[src/rtl/rf_wb_arbiter_pkg.sv]
// Shared constants and source encodings for the register-file write-back path.
// The register file uses the same data and address widths.
package rf_wb_arbiter_pkg;

  localparam int DW   = 16;
  localparam int AW   = 3;
  localparam int NREG = 2 ** AW;

  typedef enum logic {
    SRC_A = 1'b0,
    SRC_B = 1'b1
  } src_e;

endpackage

[src/rtl/rf_wb_arbiter_scoreboard.sv]
// Per-register busy scoreboard: the issue stage reserves destinations, and the
// write port releases them on the edge where the register file stores the data.
module rf_scoreboard
  import rf_wb_arbiter_pkg::*;
#(
  parameter int AW = rf_wb_arbiter_pkg::AW
) (
  input  logic              clk,
  input  logic              rst_n,
  input  logic              issue_vld_i,
  input  logic [AW-1:0]     issue_add_i,
  input  logic              clr_en_i,
  input  logic [AW-1:0]     clr_add_i,
  input  logic [AW-1:0]     add1_i,
  input  logic [AW-1:0]     add2_i,
  output logic              issue_rdy_o,
  output logic              haz_o,
  output logic [2**AW-1:0]  busy_o
);

  logic [2**AW-1:0] busy_q, busy_d;
  logic             issueRdy;

  assign issueRdy    = ~busy_q[issue_add_i];
  assign issue_rdy_o = issueRdy;
  assign haz_o       = busy_q[add1_i] | busy_q[add2_i];
  assign busy_o      = busy_q;

  // The set is applied after the clear so a same-edge reservation survives.
  always_comb begin
    busy_d = busy_q;
    if (clr_en_i) begin
      busy_d[clr_add_i] = 1'b0;
    end
    if (issue_vld_i && issueRdy) begin
      busy_d[issue_add_i] = 1'b1;
    end
  end

  always_ff @(posedge clk or negedge rst_n) begin
    if (!rst_n) begin
      busy_q <= '0;
    end else begin
      busy_q <= busy_d;
    end
  end

endmodule

[src/rtl/rf_wb_arbiter.sv]
// Round-robin write-back arbiter between the ALU (A) and load unit (B), driving
// a registered register-file write port and the busy scoreboard.
module rf_wb_arbiter
  import rf_wb_arbiter_pkg::*;
#(
  parameter int DW = rf_wb_arbiter_pkg::DW,
  parameter int AW = rf_wb_arbiter_pkg::AW
) (
  input  logic              clk,
  input  logic              rst_n,
  input  logic              a_vld_i,
  input  logic [AW-1:0]     a_add_i,
  input  logic [DW-1:0]     a_data_i,
  output logic              a_rdy_o,
  input  logic              b_vld_i,
  input  logic [AW-1:0]     b_add_i,
  input  logic [DW-1:0]     b_data_i,
  output logic              b_rdy_o,
  input  logic              freeze_i,
  input  logic              issue_vld_i,
  input  logic [AW-1:0]     issue_add_i,
  output logic              issue_rdy_o,
  input  logic [AW-1:0]     add1_i,
  input  logic [AW-1:0]     add2_i,
  output logic              haz_o,
  output logic [2**AW-1:0]  busy_o,
  output logic [AW-1:0]     wadd_o,
  output logic              wen_o,
  output logic [DW-1:0]     datain_o
);

  logic          grantA, grantB;
  logic          wen_q, wen_d;
  logic [AW-1:0] wadd_q, wadd_d;
  logic [DW-1:0] datain_q, datain_d;
  src_e          last_q, last_d;

  // On a conflict the source that did not win last time is granted.
  always_comb begin
    grantA = 1'b0;
    grantB = 1'b0;
    if (!freeze_i) begin
      if (a_vld_i && b_vld_i) begin
        grantA = (last_q == SRC_B);
        grantB = (last_q == SRC_A);
      end else begin
        grantA = a_vld_i;
        grantB = b_vld_i;
      end
    end
  end

  always_comb begin
    wen_d    = 1'b0;
    wadd_d   = wadd_q;
    datain_d = datain_q;
    last_d   = last_q;
    if (grantA) begin
      wen_d    = 1'b1;
      wadd_d   = a_add_i;
      datain_d = a_data_i;
      last_d   = SRC_A;
    end else if (grantB) begin
      wen_d    = 1'b1;
      wadd_d   = b_add_i;
      datain_d = b_data_i;
      last_d   = SRC_B;
    end
  end

  // LAST resets to B so that A wins the first conflict.
  always_ff @(posedge clk or negedge rst_n) begin
    if (!rst_n) begin
      wen_q    <= 1'b0;
      wadd_q   <= '0;
      datain_q <= '0;
      last_q   <= SRC_B;
    end else begin
      wen_q    <= wen_d;
      wadd_q   <= wadd_d;
      datain_q <= datain_d;
      last_q   <= last_d;
    end
  end

  assign a_rdy_o  = grantA;
  assign b_rdy_o  = grantB;
  assign wen_o    = wen_q;
  assign wadd_o   = wadd_q;
  assign datain_o = datain_q;

  rf_scoreboard #(
    .AW(AW)
  ) u_scoreboard (
    .clk        (clk),
    .rst_n      (rst_n),
    .issue_vld_i(issue_vld_i),
    .issue_add_i(issue_add_i),
    .clr_en_i   (wen_q),
    .clr_add_i  (wadd_q),
    .add1_i     (add1_i),
    .add2_i     (add2_i),
    .issue_rdy_o(issue_rdy_o),
    .haz_o      (haz_o),
    .busy_o     (busy_o)
  );

endmodule

[config.mk]
export PLATFORM = sky130hd
export DESIGN_NAME = rf_wb_arbiter
export DESIGN_NICKNAME = d
export VERILOG_FILES = /design/src/rtl/rf_wb_arbiter_pkg.sv /design/src/rtl/rf_wb_arbiter_scoreboard.sv /design/src/rtl/rf_wb_arbiter.sv
export SDC_FILE = /design/constraint.sdc
export NUM_CORES = 1
export LEC_CHECK = 0
export CAP_MARGIN = 20
export CELL_PAD_IN_SITES_DETAIL_PLACEMENT = 2
export CELL_PAD_IN_SITES_GLOBAL_PLACEMENT = 2
export CORE_UTILIZATION = 20
export DETAILED_ROUTE_END_ITERATION = 8
export PLACE_DENSITY_LB_ADDON = 0.1
export SLEW_MARGIN = 20
export SYNTH_ARGS = -nofsm -noshare
export SYNTH_HDL_FRONTEND = slang
export SYNTH_SLANG_ARGS = --single-unit
[constraint.sdc]
create_clock -name clk -period 1.2 [get_ports clk]
set_input_delay 0.3 -clock clk [delete_from_list [all_inputs] [get_ports clk]]
set_output_delay 0.3 -clock clk [all_outputs]
set_load 0.01 [all_outputs]
==> results of run 1 <==
worst reg2reg max path: stages, from the launching register on:
cell and delay (ns):
dfstp_2 0.55, buf_6 0.11, a21oi_4 0.07, buf_6 0.16, buf_16 0.13, a221o_1 0.30
worst paths after layout:
| path | from | endpoint | slack, ns | depth (start not counted) |
|---|---|---|---|---|
| worst max-delay path | u_scoreboard.busy_o[7] | haz_o | -0.66 | 4 |
| worst min-delay path | rst_n | datain_o[4] | 0.40 | 2 |
| worst max register to register | last_q | datain_o[8] | -0.24 | 5 |
| worst min register to register | datain_o[2] | datain_o[2] | 0.60 | 2 |
| max in group asynchronous | rst_n | u_scoreboard.busy_o[0] | 0.56 | 2 |
| min in group clk | freeze_i | last_q | 0.56 | 3 |
stage by stage:
step                hold WS [ns]  TNS, ns  cells  worst slack, ns
global placement           0.580   -15.23    324            -1.20
global route               0.407    -6.98    350           -0.760
CTS                        0.401    -6.25    348           -0.664
detailed placement         0.583   -17.08    324            -1.24
floorplan                0.00441   -0.430    125           -0.218
finish                     0.398    -5.79    350           -0.660
per-layer routing:
layer  vias to the layer above  wire length (um)
met5                         -                 0
met4                         0                99
met3                         8               318
met2                        50              3560
met1                       828              2380
li1                        731                 -
cell type report:
class,instances,area [um2],area share (%)
flip-flops and latches,29,732,25.6
inverters,2,7.51,0.262
repair buffers,127,1160,40.5
multi-input cells,85,757,26.4
clock inverters,2,10.0,0.350
clock buffers,6,72.6,2.53
well taps,99,124,4.33
layout by cell type (no fill, tap or decap), types with 2 or more instances in the layout:
cell,count
buf_4,27
dfrtp_1,24
buf_2,22
nand4bb_1,2
nand4b_1,3
buf_16,2
o21ai_1,4
clkinv_2,2
mux4_2,6
nand2b_4,2
buf_6,23
a221o_1,19
dlygate4sd2_1,6
o21ai_0,9
a21oi_4,2
nand2_1,4
mux2i_1,2
and2_0,18
nand2b_1,3
clkdlybuf4s50_1,46
nor2_1,2
clkbuf_8,5
dfrtp_2,4
cells by family (layout without fill, tap and decap cells):
family	count (synthesis)	count (layout)
AOI/OAI and AO/OA	38	38
buffers and inverters	11	137
and+or+nand+nor	38	38
DFF	29	29
muxes	9	9
flip-flops by register name, summed over array words and instances, names as in the netlist:
name / flops
datain_o: 16
u_scoreboard.busy_o: 8
wadd_o: 3
last_q: 1
wen_o: 1
timing repair:
action                     in CTS  in global routing
pin swaps                       2                  6
resized for setup             155                 29
buffers inserted               14                  6
setup endpoints to repair      52                 42
cloned                          3                  0
report_power, final:
group	switching, mW	internal, mW	total, mW
Sequential	0.253	1.24	1.49
Combinational	0.877	1.51	2.39
Clock	0.394	0.402	0.796
==> metrics.txt, run 1 <==
area delta synth->final 91.5%; fin util approximately two fifths; initial antenna violation count 0; initial DRC count 38; final slew viol count 0; vias per inst roughly 4.6; async set-reset flop share out of synthesis between 90% and 100%; CP top delay family multiplexers; Min Clock Period, post-route about 1.9 ns; global-route track usage on met2 about 34%; max-cap violations 0; Final period util 155%; average wire per standard cell between 15 and 20 um; Synth Net Count 178; area share of the largest cell type after synthesis a little under half; Worst Hold Class input port to async pin; floorplan die height 88.5 um; Max Fanout on Critical Path 5; first-pass GRT wire length 10,100 um; met3 GRT Util under 10%; kind of critical path flop to output pin; PortBufs 84; clock-pin transition on the worst setup and hold timing paths around 0.070 ns; clk_lat worst skew roughly 0.28 ns; routed via count 1,617; fill count around 800; Cell Chain, Critical Path mux4_2 > mux2i_1 > nand2_1 > buf_2; Worst Tran Pin Value about 0.32 ns; core area approximately 7300 um2; largest family of logic cells by synthesized area compound AO/OA/AOI/OAI gates; Setup-failing EPs final 31; HPWL Detailed about 4400 um; GRT Total Usage 17.6%; pin count of the biggest net entering global routing 20; GR Layer Usage met1 between 10% and 20%; post-synthesis xor/xnor area fraction 0%; clock root cell clkbuf_8; antenna viol nets, final 0; failing checks setup timing; Synth Area in Simple Gates between 15 and 20%; DRC errors left 0; num ports 85; CP endpoint kind output pin; Rows 31; total grt overflow 0; top-count cell post-synth dfrtp_1; final hold violation count 0; TritonCTS Buffers 5; Worst Skew between 0.007 and 0.008 ns; # nets final 303; final setup margin -0.660 ns; # clock sinks 29; Yosys cell types 26; RSZ-0062 raised after global routing true; Crit path arrival time between 1.5 and 2 ns; outcome finished, violations left; H-tree depth 2; total power about 4.7 mW; IR Drop Worst-Case VDD roughly 0.44 mV; clk buf depth 2; flip-flop and latch count after synthesis 29; post-synth top area cell dfrtp_1; antenna cells 0; Post-Synthesis Mean Instance Area 12.0 um2; Most used DFF post-synth dfrtp_1; Post-Synth Adder-Cell Area 0%; slowest CP cell mux4_2; share of cells above drive strength 1 between 40% and 50%; total die area roughly 7800 um2; CTS tree done; worst endpoint required time 0.90 ns; placer congestion estimate just over 0.7; Post-synth EDFFs 0; Lkg Pwr about 1.2 nW; Mapped Area approximately 1500 um2; DRT Pass-1 Iters 4; Synth Warn # 0; Rel. slew slack between 70% and 80%; Top Usage Layer GRT met2; Synth Area in Compound Gates roughly 19%; worst path bufs/invs 1; Startpoint Class flop; Synth area leaders dfrtp_1 47%, a221o_1 13%, and2_0 7.5%; crit-path max cell delay roughly 0.48 ns; Post-Route WL roughly 6400 um; die width ~88 um; Peak Freq roughly 540 MHz; Post-CTS Hold Fix Bufs 0; register area share after synthesis around half; Post-DP Area between 2000 and 3000 um2; fin area between 2000 and 3000 um2; pwr/cell area ~1600 nW/um2; Mapped Cells between 100 and 150; vias in the first global route 1,907; synth cell count leaders 28 x dfrtp_1, 19 x a221o_1, 18 x and2_0, 14 x o21ai_0, 5 x nand2b_1; initial core utilization roughly a fifth; mux cell area share after synthesis between 10% and 20%
No activity file was read; power rests on OpenSTA's default activity.
==> run 2, diff against run 1 <==
CORE_ASPECT_RATIO = 1.5   (was not set)
GPL_ROUTABILITY_DRIVEN = 1   (was not set)
==> metrics.txt, run 2 (same netlist as run 1, synthesis figures left out) <==
r2r endpoint datain_o[13] (was datain_o[8]); num ports 85 (unchanged); clock-pin transition on the worst setup and hold timing paths 0.06 ns (was 0.07 ns); Peak Freq 524 MHz (was 538 MHz); clock root cell clkbuf_8 (unchanged); global-route track usage on met2 37.0% (was 33.6%); final slew viol count 0 (unchanged); worst endpoint required time 0.90 ns (about the same); most frequent cells in the layout 46 x clkdlybuf4s50_1, 26 x dfrtp_1, 24 x buf_2 (was 46 x clkdlybuf4s50_1, 27 x buf_4, 24 x dfrtp_1); H-tree depth 2 (unchanged); PortBufs 84 (unchanged); Lkg Pwr 1.19 nW (was 1.24 nW); Setup TNS -5.71 ns (was -5.79 ns); fill count 782 (was 791); initial DRC count 32 (was 38); total grt overflow 0 (unchanged); CP endpoint kind output pin (unchanged); area delta synth->final 85.4% (was 91.5%); outcome finished, violations left (unchanged); RSZ-0062 raised after global routing true (unchanged); failing checks setup timing (unchanged); die width 72.6 um (was 88.5 um); Rows 38 (was 31); Rel. slew slack 81.2% (was 78.9%); R2R setup slack -0.22 ns (was -0.24 ns); GR Layer Usage met1 15.1% (was 18.7%); Max Fanout on Critical Path 3 (was 5); worst setup path start u_scoreboard.busy_o[7] (unchanged); Crit path arrival time 1.61 ns (was 1.56 ns); max-cap violations 0 (unchanged); CTS tree done (unchanged); floorplan die height 108 um (was 88.5 um); worst setup path end issue_rdy_o (was haz_o); Startpoint Class flop (unchanged); hold slack final 0.388 ns (was 0.398 ns); met3 GRT Util 4.12% (was 4.20%); vias in the first global route 1,888 (was 1,907); kind of critical path flop to output pin (unchanged); routed via count 1,588 (was 1,617); clk_lat worst skew 0.27 ns (was 0.28 ns); antenna cells 0 (unchanged); Post-Route WL 6510 um (was 6350 um); fin util 38.3% (was 39.5%); # nets final 297 (was 303); DRT Pass-1 Iters 5 (was 4); pwr/cell area 1630 nW/um2 (about the same); initial antenna violation count 0 (unchanged); pin count of the biggest net entering global routing 30 (was 20); reg2reg start last_q (unchanged); Worst Hold Class input port to async pin (unchanged); Worst Tran Pin Value 0.282 ns (was 0.315 ns); Setup-failing EPs final 31 (unchanged); first-pass GRT wire length 9980 um (was 10,100 um); Final period util 159% (was 155%); # clock sinks 29 (unchanged); Min Clock Period, post-route 1.91 ns (was 1.86 ns); final hold violation count 0 (unchanged); placer congestion estimate 0.778 (was 0.726); Worst Skew 0.00364 ns (was 0.00773 ns); Top Usage Layer GRT met2 (unchanged); share of cells above drive strength 1 38.0% (was 40.6%); average wire per standard cell 18.9 um (was 18.1 um); GRT Total Usage 17.4% (was 17.6%); DRC errors left 0 (unchanged); clk buf depth 2 (unchanged); TritonCTS Buffers 5 (unchanged); total die area 7830 um2 (about the same); final setup margin -0.710 ns (was -0.660 ns); core area 7230 um2 (was 7250 um2); initial core utilization 20.7% (was 20.6%); HPWL Detailed 4560 um (was 4420 um); max FFs per register 16 (unchanged); worst-case reg-to-reg path depth 5 (unchanged); Post-CTS Hold Fix Bufs 0 (unchanged); vias per inst 4.60 (was 4.62); most common cell after layout, fill and taps aside clkdlybuf4s50_1 (unchanged); antenna viol nets, final 0 (unchanged); IR Drop Worst-Case VDD 0.458 mV (was 0.439 mV)
run 2: changes by cell type in the layout (fill, tap and decap cells not counted), sizes merged:
cell,before,now
clkbuf,6,9
buf,75,68
clkinv,2,0
run 2: per-layer routing:
metal / part of all wire [%] / vias up
li1: - / 719
met1: 31 / 811
met2: 62 / 53
met3: 5.9 / 5
met4: 1.0 / 0
met5: 0 / -
run 2: worst max-delay path: stages (launching register included):
cell and delay, ns:
dfrtp_1 0.43, buf_6 0.14, mux4_2 0.47, mux2i_2 0.15
buf_2 0.16
run 2: cell type report:
cell class              count  area, um2  share of cell area [%]
clock buffers               8       80.1                    2.89
inverters                   2       7.51                   0.271
multi-input cells          85        753                    27.2
flip-flops and latches     29        729                    26.3
well taps                 100        125                    4.51
repair buffers            121       1080                    38.8
run 2: repair_timing:
| action | in CTS | in global routing |
|---|---|---|
| endpoints found under the setup margin | 52 | 51 |
| gates cloned | 3 | 0 |
| pin swaps | 2 | 3 |
| resized for setup | 151 | 30 |
| setup buffers | 12 | 4 |
run 2: worst min-delay path by stage:
stage                  from                     end  cells past startpoint
2_1_floorplan         rst_n             datain_o[0]                      0
3_3_place_gp    datain_o[3]             datain_o[3]                      2
3_5_place_dp   datain_o[10]            datain_o[10]                      2
4_1_cts               rst_n  u_scoreboard.busy_o[2]                      2
5_1_grt               rst_n  u_scoreboard.busy_o[6]                      2
6_report              rst_n  u_scoreboard.busy_o[6]                      2
run 2: report_power, final:
group / switching [mW] / total [mW] / internal [mW]
clock network: 0.362 / 0.774 / 0.412
logic: 0.885 / 2.27 / 1.39
registers: 0.244 / 1.48 / 1.23
total: 1.49 / 4.53 / 3.03
run 2: through the flow:
step                      power, mW  worst slack, ns  std cells  instance area, um2
final                          4.53           -0.710        345                2770
after global routing           4.79           -0.749        345                2770
after CTS                      4.52           -0.722        342                2800
after detailed placement       3.38            -1.22        320                2570
after global placement         3.29            -1.19        320                2570
after floorplan                2.12           -0.218        125                1490
